--- config.mk ---
export PLATFORM = sky130hd
export DESIGN_NAME = i2c_init_seq
export DESIGN_NICKNAME = d
export VERILOG_FILES = /design/src/rtl/i2c_pkg.sv /design/src/rtl/i2c_seq_timer.sv /design/src/rtl/i2c_init_seq.sv
export SDC_FILE = /design/constraint.sdc
export NUM_CORES = 1
export LEC_CHECK = 0
export ABC_AREA = 1
export CAP_MARGIN = 20
export CORE_MARGIN = 1
export CORE_UTILIZATION = 50
export DETAILED_ROUTE_END_ITERATION = 12
export PLACE_DENSITY = 0.71
export SLEW_MARGIN = 5
export SYNTH_ARGS = -nofsm -noshare
export SYNTH_HDL_FRONTEND = slang
export SYNTH_SLANG_ARGS = --single-unit
--- constraint.sdc ---
create_clock -name i_clk -period 2.1 [get_ports i_clk]
set_input_delay 0.42 -clock i_clk [delete_from_list [all_inputs] [get_ports i_clk]]
set_output_delay 0.42 -clock i_clk [all_outputs]
set_load 0.03 [all_outputs]
--- src/rtl/i2c_pkg.sv ---
`default_nettype none
// +----------------------------------------------------------------------------+
// | i2c_pkg : shared encodings for the i2c init sequencer (ops, error codes,   |
// |           table-entry field positions, state encoding)                     |
// | Rev 1.0                                                                    |
// +----------------------------------------------------------------------------+
package i2c_pkg;

  typedef enum logic [1:0] {
    OP_END   = 2'b00,
    OP_WRITE = 2'b01,
    OP_READV = 2'b10,
    OP_DELAY = 2'b11
  } op_e;

  typedef enum logic [3:0] {
    S_IDLE   = 4'd0,
    S_FETCH  = 4'd1,
    S_DECODE = 4'd2,
    S_REQ    = 4'd3,
    S_WAIT   = 4'd4,
    S_GAP    = 4'd5,
    S_DLY    = 4'd6,
    S_DONE   = 4'd7,
    S_ERROR  = 4'd8
  } state_e;

  localparam logic [2:0] c_err_nack_slave = 3'd1;
  localparam logic [2:0] c_err_nack_addr  = 3'd2;
  localparam logic [2:0] c_err_nack_data  = 3'd3;
  localparam logic [2:0] c_err_verify     = 3'd4;
  localparam logic [2:0] c_err_ack_tmo    = 3'd5;
  localparam logic [2:0] c_err_bad_op     = 3'd6;

  localparam int c_op_lsb  = 30;
  localparam int c_rsv_lsb = 23;
  localparam int c_slv_lsb = 16;
  localparam int c_reg_lsb = 8;
  localparam int c_dat_lsb = 0;

  // Lowest set NACK bit wins: slave before addr before data.
  function automatic logic [2:0] nack_code(input logic [2:0] nack);
    if (nack[0]) return c_err_nack_slave;
    if (nack[1]) return c_err_nack_addr;
    return c_err_nack_data;
  endfunction

endpackage
`default_nettype wire

--- src/rtl/i2c_seq_timer.sv ---
`default_nettype none
// +----------------------------------------------------------------------------+
// | i2c_seq_timer : down-counter shared by ack-timeout, retry gap and delay    |
// | Rev 1.0                                                                    |
// +----------------------------------------------------------------------------+
module i2c_seq_timer #(
  parameter int WIDTH = 32
) (
  input  logic             i_clk,
  input  logic             i_rstn,
  input  logic             i_load,
  input  logic [WIDTH-1:0] i_val,
  output logic             o_done
);

  logic [WIDTH-1:0] r_cnt;

  always_ff @(posedge i_clk or negedge i_rstn) begin
    if (!i_rstn) begin
      r_cnt <= '0;
    end else if (i_load) begin
      r_cnt <= i_val;
    end else if (r_cnt != '0) begin
      r_cnt <= r_cnt - 1'b1;
    end
  end

  // Loading N keeps the owning state resident for N+1 clocks.
  assign o_done = (r_cnt == '0);

endmodule
`default_nettype wire

--- src/rtl/i2c_init_seq.sv ---
`default_nettype none
// +----------------------------------------------------------------------------+
// | i2c_init_seq : table-driven command sequencer in front of i2c_master       |
// | Rev 1.0                                                                    |
// +----------------------------------------------------------------------------+
module i2c_init_seq
  import i2c_pkg::*;
#(
  parameter int TBL_AW     = 6,
  parameter int MAX_RETRY  = 3,
  parameter int RETRY_GAP  = 1000,
  parameter int DELAY_UNIT = 1000,
  parameter int ACK_TMO    = 255
) (
  input  logic              i_clk,
  input  logic              i_rstn,
  input  logic              i_start,
  output logic              o_busy,
  output logic              o_done,
  output logic              o_err,
  output logic [2:0]        o_err_code,
  output logic [TBL_AW-1:0] o_err_idx,
  output logic [TBL_AW-1:0] o_tbl_addr,
  input  logic [31:0]       i_tbl_data,
  output logic              o_m_wr,
  output logic              o_m_rd,
  output logic [6:0]        o_m_slave,
  output logic [7:0]        o_m_reg,
  output logic [7:0]        o_m_wdata,
  input  logic [7:0]        i_m_rdata,
  input  logic              i_m_busy,
  input  logic              i_m_rvalid,
  input  logic [2:0]        i_m_nack
);

  localparam logic [7:0]  c_max_retry = 8'(MAX_RETRY);
  localparam logic [31:0] c_ack_load  = 32'(ACK_TMO - 1);
  localparam logic [31:0] c_gap_load  = 32'(RETRY_GAP - 1);

  state_e            r_state, w_state_nxt;
  logic [TBL_AW-1:0] r_idx, r_err_idx;
  op_e               r_op;
  logic [6:0]        r_slave;
  logic [7:0]        r_reg, r_data, r_rdata, r_retry;
  logic              r_busy_q, r_rv_seen, r_done, r_err;
  logic [2:0]        r_err_code;

  op_e         w_op;
  logic [6:0]  w_rsv;
  logic [15:0] w_ticks;
  logic        w_fall, w_rv, w_tmr_done, w_tmr_load, w_adv;
  logic [7:0]  w_rd_byte;
  logic [31:0] w_tmr_val;
  logic        w_idx_inc, w_retry_clr, w_retry_inc, w_set_done, w_set_err, w_start_ok;
  logic [2:0]  w_err_code;

  assign w_op      = op_e'(i_tbl_data[c_op_lsb +: 2]);
  assign w_rsv     = i_tbl_data[c_rsv_lsb +: 7];
  assign w_ticks   = i_tbl_data[15:0];
  assign w_fall    = r_busy_q & ~i_m_busy;
  // Read data may arrive on the same clock the master drops busy.
  assign w_rv      = r_rv_seen | i_m_rvalid;
  assign w_rd_byte = i_m_rvalid ? i_m_rdata : r_rdata;

  i2c_seq_timer #(.WIDTH(32)) u_timer (
    .i_clk  (i_clk),
    .i_rstn (i_rstn),
    .i_load (w_tmr_load),
    .i_val  (w_tmr_val),
    .o_done (w_tmr_done)
  );

  always_ff @(posedge i_clk or negedge i_rstn) begin
    if (!i_rstn) r_state <= S_IDLE;
    else         r_state <= w_state_nxt;
  end

  always_comb begin
    w_state_nxt = r_state;
    w_tmr_load  = 1'b0;
    w_tmr_val   = '0;
    w_adv       = 1'b0;
    w_idx_inc   = 1'b0;
    w_retry_clr = 1'b0;
    w_retry_inc = 1'b0;
    w_set_done  = 1'b0;
    w_set_err   = 1'b0;
    w_err_code  = '0;
    w_start_ok  = 1'b0;
    case (r_state)
      S_IDLE, S_DONE, S_ERROR: begin
        if (i_start) begin
          w_state_nxt = S_FETCH;
          w_start_ok  = 1'b1;
        end
      end
      S_FETCH: w_state_nxt = S_DECODE;
      S_DECODE: begin
        if (w_rsv != '0) begin
          w_state_nxt = S_ERROR;
          w_set_err   = 1'b1;
          w_err_code  = c_err_bad_op;
        end else begin
          case (w_op)
            OP_END: begin
              w_state_nxt = S_DONE;
              w_set_done  = 1'b1;
            end
            OP_WRITE, OP_READV: begin
              w_state_nxt = S_REQ;
              w_retry_clr = 1'b1;
              w_tmr_load  = 1'b1;
              w_tmr_val   = c_ack_load;
            end
            default: begin
              if (w_ticks == '0) begin
                w_adv = 1'b1;
              end else begin
                w_state_nxt = S_DLY;
                w_tmr_load  = 1'b1;
                w_tmr_val   = 32'(w_ticks) * 32'(DELAY_UNIT) - 32'd1;
              end
            end
          endcase
        end
      end
      S_REQ: begin
        if (i_m_busy) begin
          w_state_nxt = S_WAIT;
        end else if (w_tmr_done) begin
          w_state_nxt = S_ERROR;
          w_set_err   = 1'b1;
          w_err_code  = c_err_ack_tmo;
        end
      end
      S_WAIT: begin
        if (w_fall) begin
          if (|i_m_nack) begin
            if (r_retry < c_max_retry) begin
              w_state_nxt = S_GAP;
              w_retry_inc = 1'b1;
              w_tmr_load  = 1'b1;
              w_tmr_val   = c_gap_load;
            end else begin
              w_state_nxt = S_ERROR;
              w_set_err   = 1'b1;
              w_err_code  = nack_code(i_m_nack);
            end
          end else if (r_op == OP_READV && (!w_rv || w_rd_byte != r_data)) begin
            w_state_nxt = S_ERROR;
            w_set_err   = 1'b1;
            w_err_code  = c_err_verify;
          end else begin
            w_adv = 1'b1;
          end
        end
      end
      S_GAP: begin
        if (w_tmr_done) begin
          w_state_nxt = S_REQ;
          w_tmr_load  = 1'b1;
          w_tmr_val   = c_ack_load;
        end
      end
      S_DLY: if (w_tmr_done) w_adv = 1'b1;
      default: w_state_nxt = S_IDLE;
    endcase
    // Finishing the last table slot ends the run instead of wrapping to 0.
    if (w_adv) begin
      if (&r_idx) begin
        w_state_nxt = S_DONE;
        w_set_done  = 1'b1;
      end else begin
        w_state_nxt = S_FETCH;
        w_idx_inc   = 1'b1;
      end
    end
  end

  always_ff @(posedge i_clk or negedge i_rstn) begin
    if (!i_rstn) begin
      r_idx      <= '0;
      r_err_idx  <= '0;
      r_op       <= OP_END;
      r_slave    <= '0;
      r_reg      <= '0;
      r_data     <= '0;
      r_rdata    <= '0;
      r_retry    <= '0;
      r_busy_q   <= 1'b0;
      r_rv_seen  <= 1'b0;
      r_done     <= 1'b0;
      r_err      <= 1'b0;
      r_err_code <= '0;
    end else begin
      r_busy_q <= i_m_busy;
      if (w_start_ok) begin
        r_idx      <= '0;
        r_done     <= 1'b0;
        r_err      <= 1'b0;
        r_err_code <= '0;
        r_err_idx  <= '0;
      end
      if (w_idx_inc) r_idx <= r_idx + 1'b1;
      if (r_state == S_DECODE) begin
        r_op    <= w_op;
        r_slave <= i_tbl_data[c_slv_lsb +: 7];
        r_reg   <= i_tbl_data[c_reg_lsb +: 8];
        r_data  <= i_tbl_data[c_dat_lsb +: 8];
      end
      if (w_retry_clr)      r_retry <= '0;
      else if (w_retry_inc) r_retry <= r_retry + 1'b1;
      if (r_state == S_REQ) begin
        r_rv_seen <= 1'b0;
      end else if (i_m_rvalid) begin
        r_rv_seen <= 1'b1;
        r_rdata   <= i_m_rdata;
      end
      if (w_set_done) r_done <= 1'b1;
      if (w_set_err) begin
        r_err      <= 1'b1;
        r_err_code <= w_err_code;
        r_err_idx  <= r_idx;
      end
    end
  end

  assign o_busy     = !(r_state == S_IDLE || r_state == S_DONE || r_state == S_ERROR);
  assign o_done     = r_done;
  assign o_err      = r_err;
  assign o_err_code = r_err_code;
  assign o_err_idx  = r_err_idx;
  assign o_tbl_addr = r_idx;
  assign o_m_wr     = (r_state == S_REQ) && (r_op == OP_WRITE);
  assign o_m_rd     = (r_state == S_REQ) && (r_op == OP_READV);
  assign o_m_slave  = r_slave;
  assign o_m_reg    = r_reg;
  assign o_m_wdata  = r_data;

endmodule
`default_nettype wire

==> qor.yml <==
p_sw_share_pct: 51.22
rows: 49
htreeDepth: 3
portBuffers: 90
syn_inst: 1288
place.gp.congestion: 0.9094
cp_max_fo: 5
cts_hold_buffers: 0
synthSimpleGateAreaFrac_pct: 31.28
ys_types: 49
grt_pass1_wl_um: 44890
failed_checks: "negative setup slack"
routedWlPerCell_um: 16.71
grt_max_degree: 44
vias: 10040
worstRegToRegCells: 15
fin_crit_sh_pct: 211.3
grt_pass1_vias: 9867
syn_to_final_growth_pct: 55.90
initial_core_util_pct: 51.26
die_x_um: 137.9
crit_buf_inv: 7
netlist_area_sq_um: 9240
cts.path.max_buffers: 2
slowest_stage: "fa_1"
final_cell_area_sq_um: 14410
antenna_found_initial: 0
tritoncts: "done"
outcome: "finished with violations"
hold_slack_ns: 0.01413
drt_wl_total_um: 30980
max_slew_margin_pct: 66.94
p_switching_uw: 13300
rsz0062_at_grt: "yes"
ys_seq_area_share_pct: 26.00
core_area_sq_um: 18020
dr.pass1.iters: 5
cap_violations: 0
worstPathRequired_ns: 2.36
cp_slowest_stage_delay_ns: 0.55
synth-adder-area-share_pct: 20.64
via_per_inst: 5.416
antenna_cells: 0
setup_viol: 40
io_pins: 91
grt_overflow: 0
critPathLaunchType: "input pin"
combPwrFrac_pct: 81.6
die_height_um: 137.9
layout_commonest_cell: "nand2_1"
layout-drive-gt1-share_pct: 40.74
drv_slew: 0
synth_nets: 1456
clk_latency_ns: 0.37
cts_root_buffer: "clkbuf_16"
dp_slack_ns: -3.003
r2r_slack_ns: -0.07
synth_top_family_by_area: "simple AND/OR/NAND/NOR gates"
cts.clk_slew.worst_paths_ns: 0.06
avgSynthCellArea_sq_um: 7.174
pwr-share-clk_pct: 7.0
worst-setup-path-type: "in2reg"
synth-xor-area-share_pct: 3.318
endpoint_kind: "flip-flop"
antenna_left: 0
path_depth: 27
finClkSkew_ns: 0.008527
grt_usage_pct: 30.30
worstMarginPinSlew_ns: 0.4959
p_per_area_nw_per_um2: 1802
synth_compound_area_share_pct: 8.125
crit_family: "adder cells"
max_freq_ghz: 0.2253
seqPwrFrac_pct: 11.4
numCtsBuffers: 9
holdCritPathClass: "in2async"
placed_area_sq_um: 12290
crit_arrival_ns: 4.70
synth_warnings: 0
hold_viol: 0
top_register: "u_timer.r_cnt"
min_period_ns: 4.438
drc_errors: 0
largest_reg_flops: 32
startpoint: "i_tbl_data[5]"
cts.sinks: 96
power_leakage_uw: 0.007152
die_area_sq_um: 19030
ir_worst_vdd_v: 0.001447
ys_seq_elements: 96
reg2reg_from: "u_timer.r_cnt[1]$_DFFE_PN0P_"
fin_ws_ns: -2.338
post-dp-hpwl_um: 20360
layout_common_cells: "nand2_1, buf_4, inv_1, dfrtp_1, nand2_2"
p_int_uw: 12670
drt_iter0_drc: 684
finalNetCount: 1789
synthMuxAreaShare_pct: 0
==> routing by layer <==
metal  wire [um]  global-route usage [%]
met3        1426                   3.765
met4        1357                   13.22
met1       12080                   35.54
met2       16110                   55.14
met5           0                       0
==> final timing paths <==
kind,to
max,u_timer.r_cnt[22]$_DFFE_PN0P_
min,r_rdata[4]$_DFFE_PN0N_
max reg2reg,u_timer.r_cnt[31]$_DFFE_PN0P_
min reg2reg,r_retry[5]$_DFFE_PN0P_
max in group asynchronous,u_timer.r_cnt[22]$_DFFE_PN0P_
min in group i_clk,r_retry[5]$_DFFE_PN0P_
==> cell usage after synthesis, drive strengths merged <==
cell type  instances  area share (%)
a2111oi            1           0.095
a211oi             1           0.081
a21oi             48             2.9
a22oi              1           0.081
a31o               1           0.095
a31oi              5            0.34
and2               3            0.20
and3               3            0.20
buf                4            0.38
clkbuf             8            0.32
clkinv             1           0.041
dfrtp             96              26
fa                54              12
ha                66             8.9
inv              243             9.9
nand2            378              16
nand3             97             5.5
nand3b             3            0.38
nand4             12            0.88
nor2             119             5.9
nor3              21             1.4
nor4               8            0.61
o2111ai            1           0.095
o211ai             3            0.24
o21ai             61             3.4
o21bai             1            0.20
o22ai              5            0.34
o31ai              3            0.24
or2                6            0.41
xnor2             14             1.3
xor2              21             2.0
==> cells by family after synthesis <==
family | count (synthesis)
buffers and inverters | 256
adders and majority gates | 120
DFF | 96
xor gates and xnor gates | 35
and+or+nand+nor | 650
AOI/OAI and AO/OA | 131
==> final cells by class <==
type / instances / area, sq um
multi-input combinational: 938 / 7467
clock inverter: 5 / 82.58
sequential: 96 / 2402
clock buffer: 10 / 229.0
tap: 229 / 286.5
fill: 1100 / 3620
timing repair buffer: 332 / 2952
inverter: 244 / 985.9
==> worst reg2reg max path: stages (launching register included) <==
cell and delay [ns]:
dfrtp_1 0.38, inv_1 0.09, nand2_1 0.09, nor3_2 0.15, nand2_1 0.12, nor2_2 0.13, nand2_1 0.11, nor2_2 0.20
nand2_1 0.11, nor2_1 0.12, buf_4 0.15, nand2_1 0.07, inv_1 0.07, nand3_1 0.06, nand3_1 0.13, a21oi_2 0.08
==> metrics by stage <==
stage	power, uW	utilization, %	setup TNS, ns	instances
final	25960	79.92	-51.22	1854
after global routing	27670	79.92	-56.93	1854
after CTS	22540	75.11	-47.13	1836
after detailed placement	17910	68.20	-84.06	1790
after global placement	17620	68.20	-81.28	1790
after floorplan	12180	-	-44.11	1288
==> power groups by stage <==
| stage | Clock (uW) | Sequential, uW | Combinational, uW |
|---|---|---|---|
| 5_1_grt | 1880 | 3030 | 22800 |
| 6_report | 1820 | 2960 | 21200 |
| 2_1_floorplan | 0 | 3360 | 8820 |
| 3_3_place_gp | 0 | 2920 | 14700 |
| 3_5_place_dp | 0 | 2930 | 15000 |
| 4_1_cts | 1810 | 2920 | 17800 |
==> timing repair <==
action                                  4_1_cts  5_1_grt
pin swaps                                   126      130
buffers inserted                             28       21
endpoints found under the setup margin       56       54
gates resized for setup                     249      205
cloned                                        3        0
No activity file was read; power rests on OpenSTA's default activity.
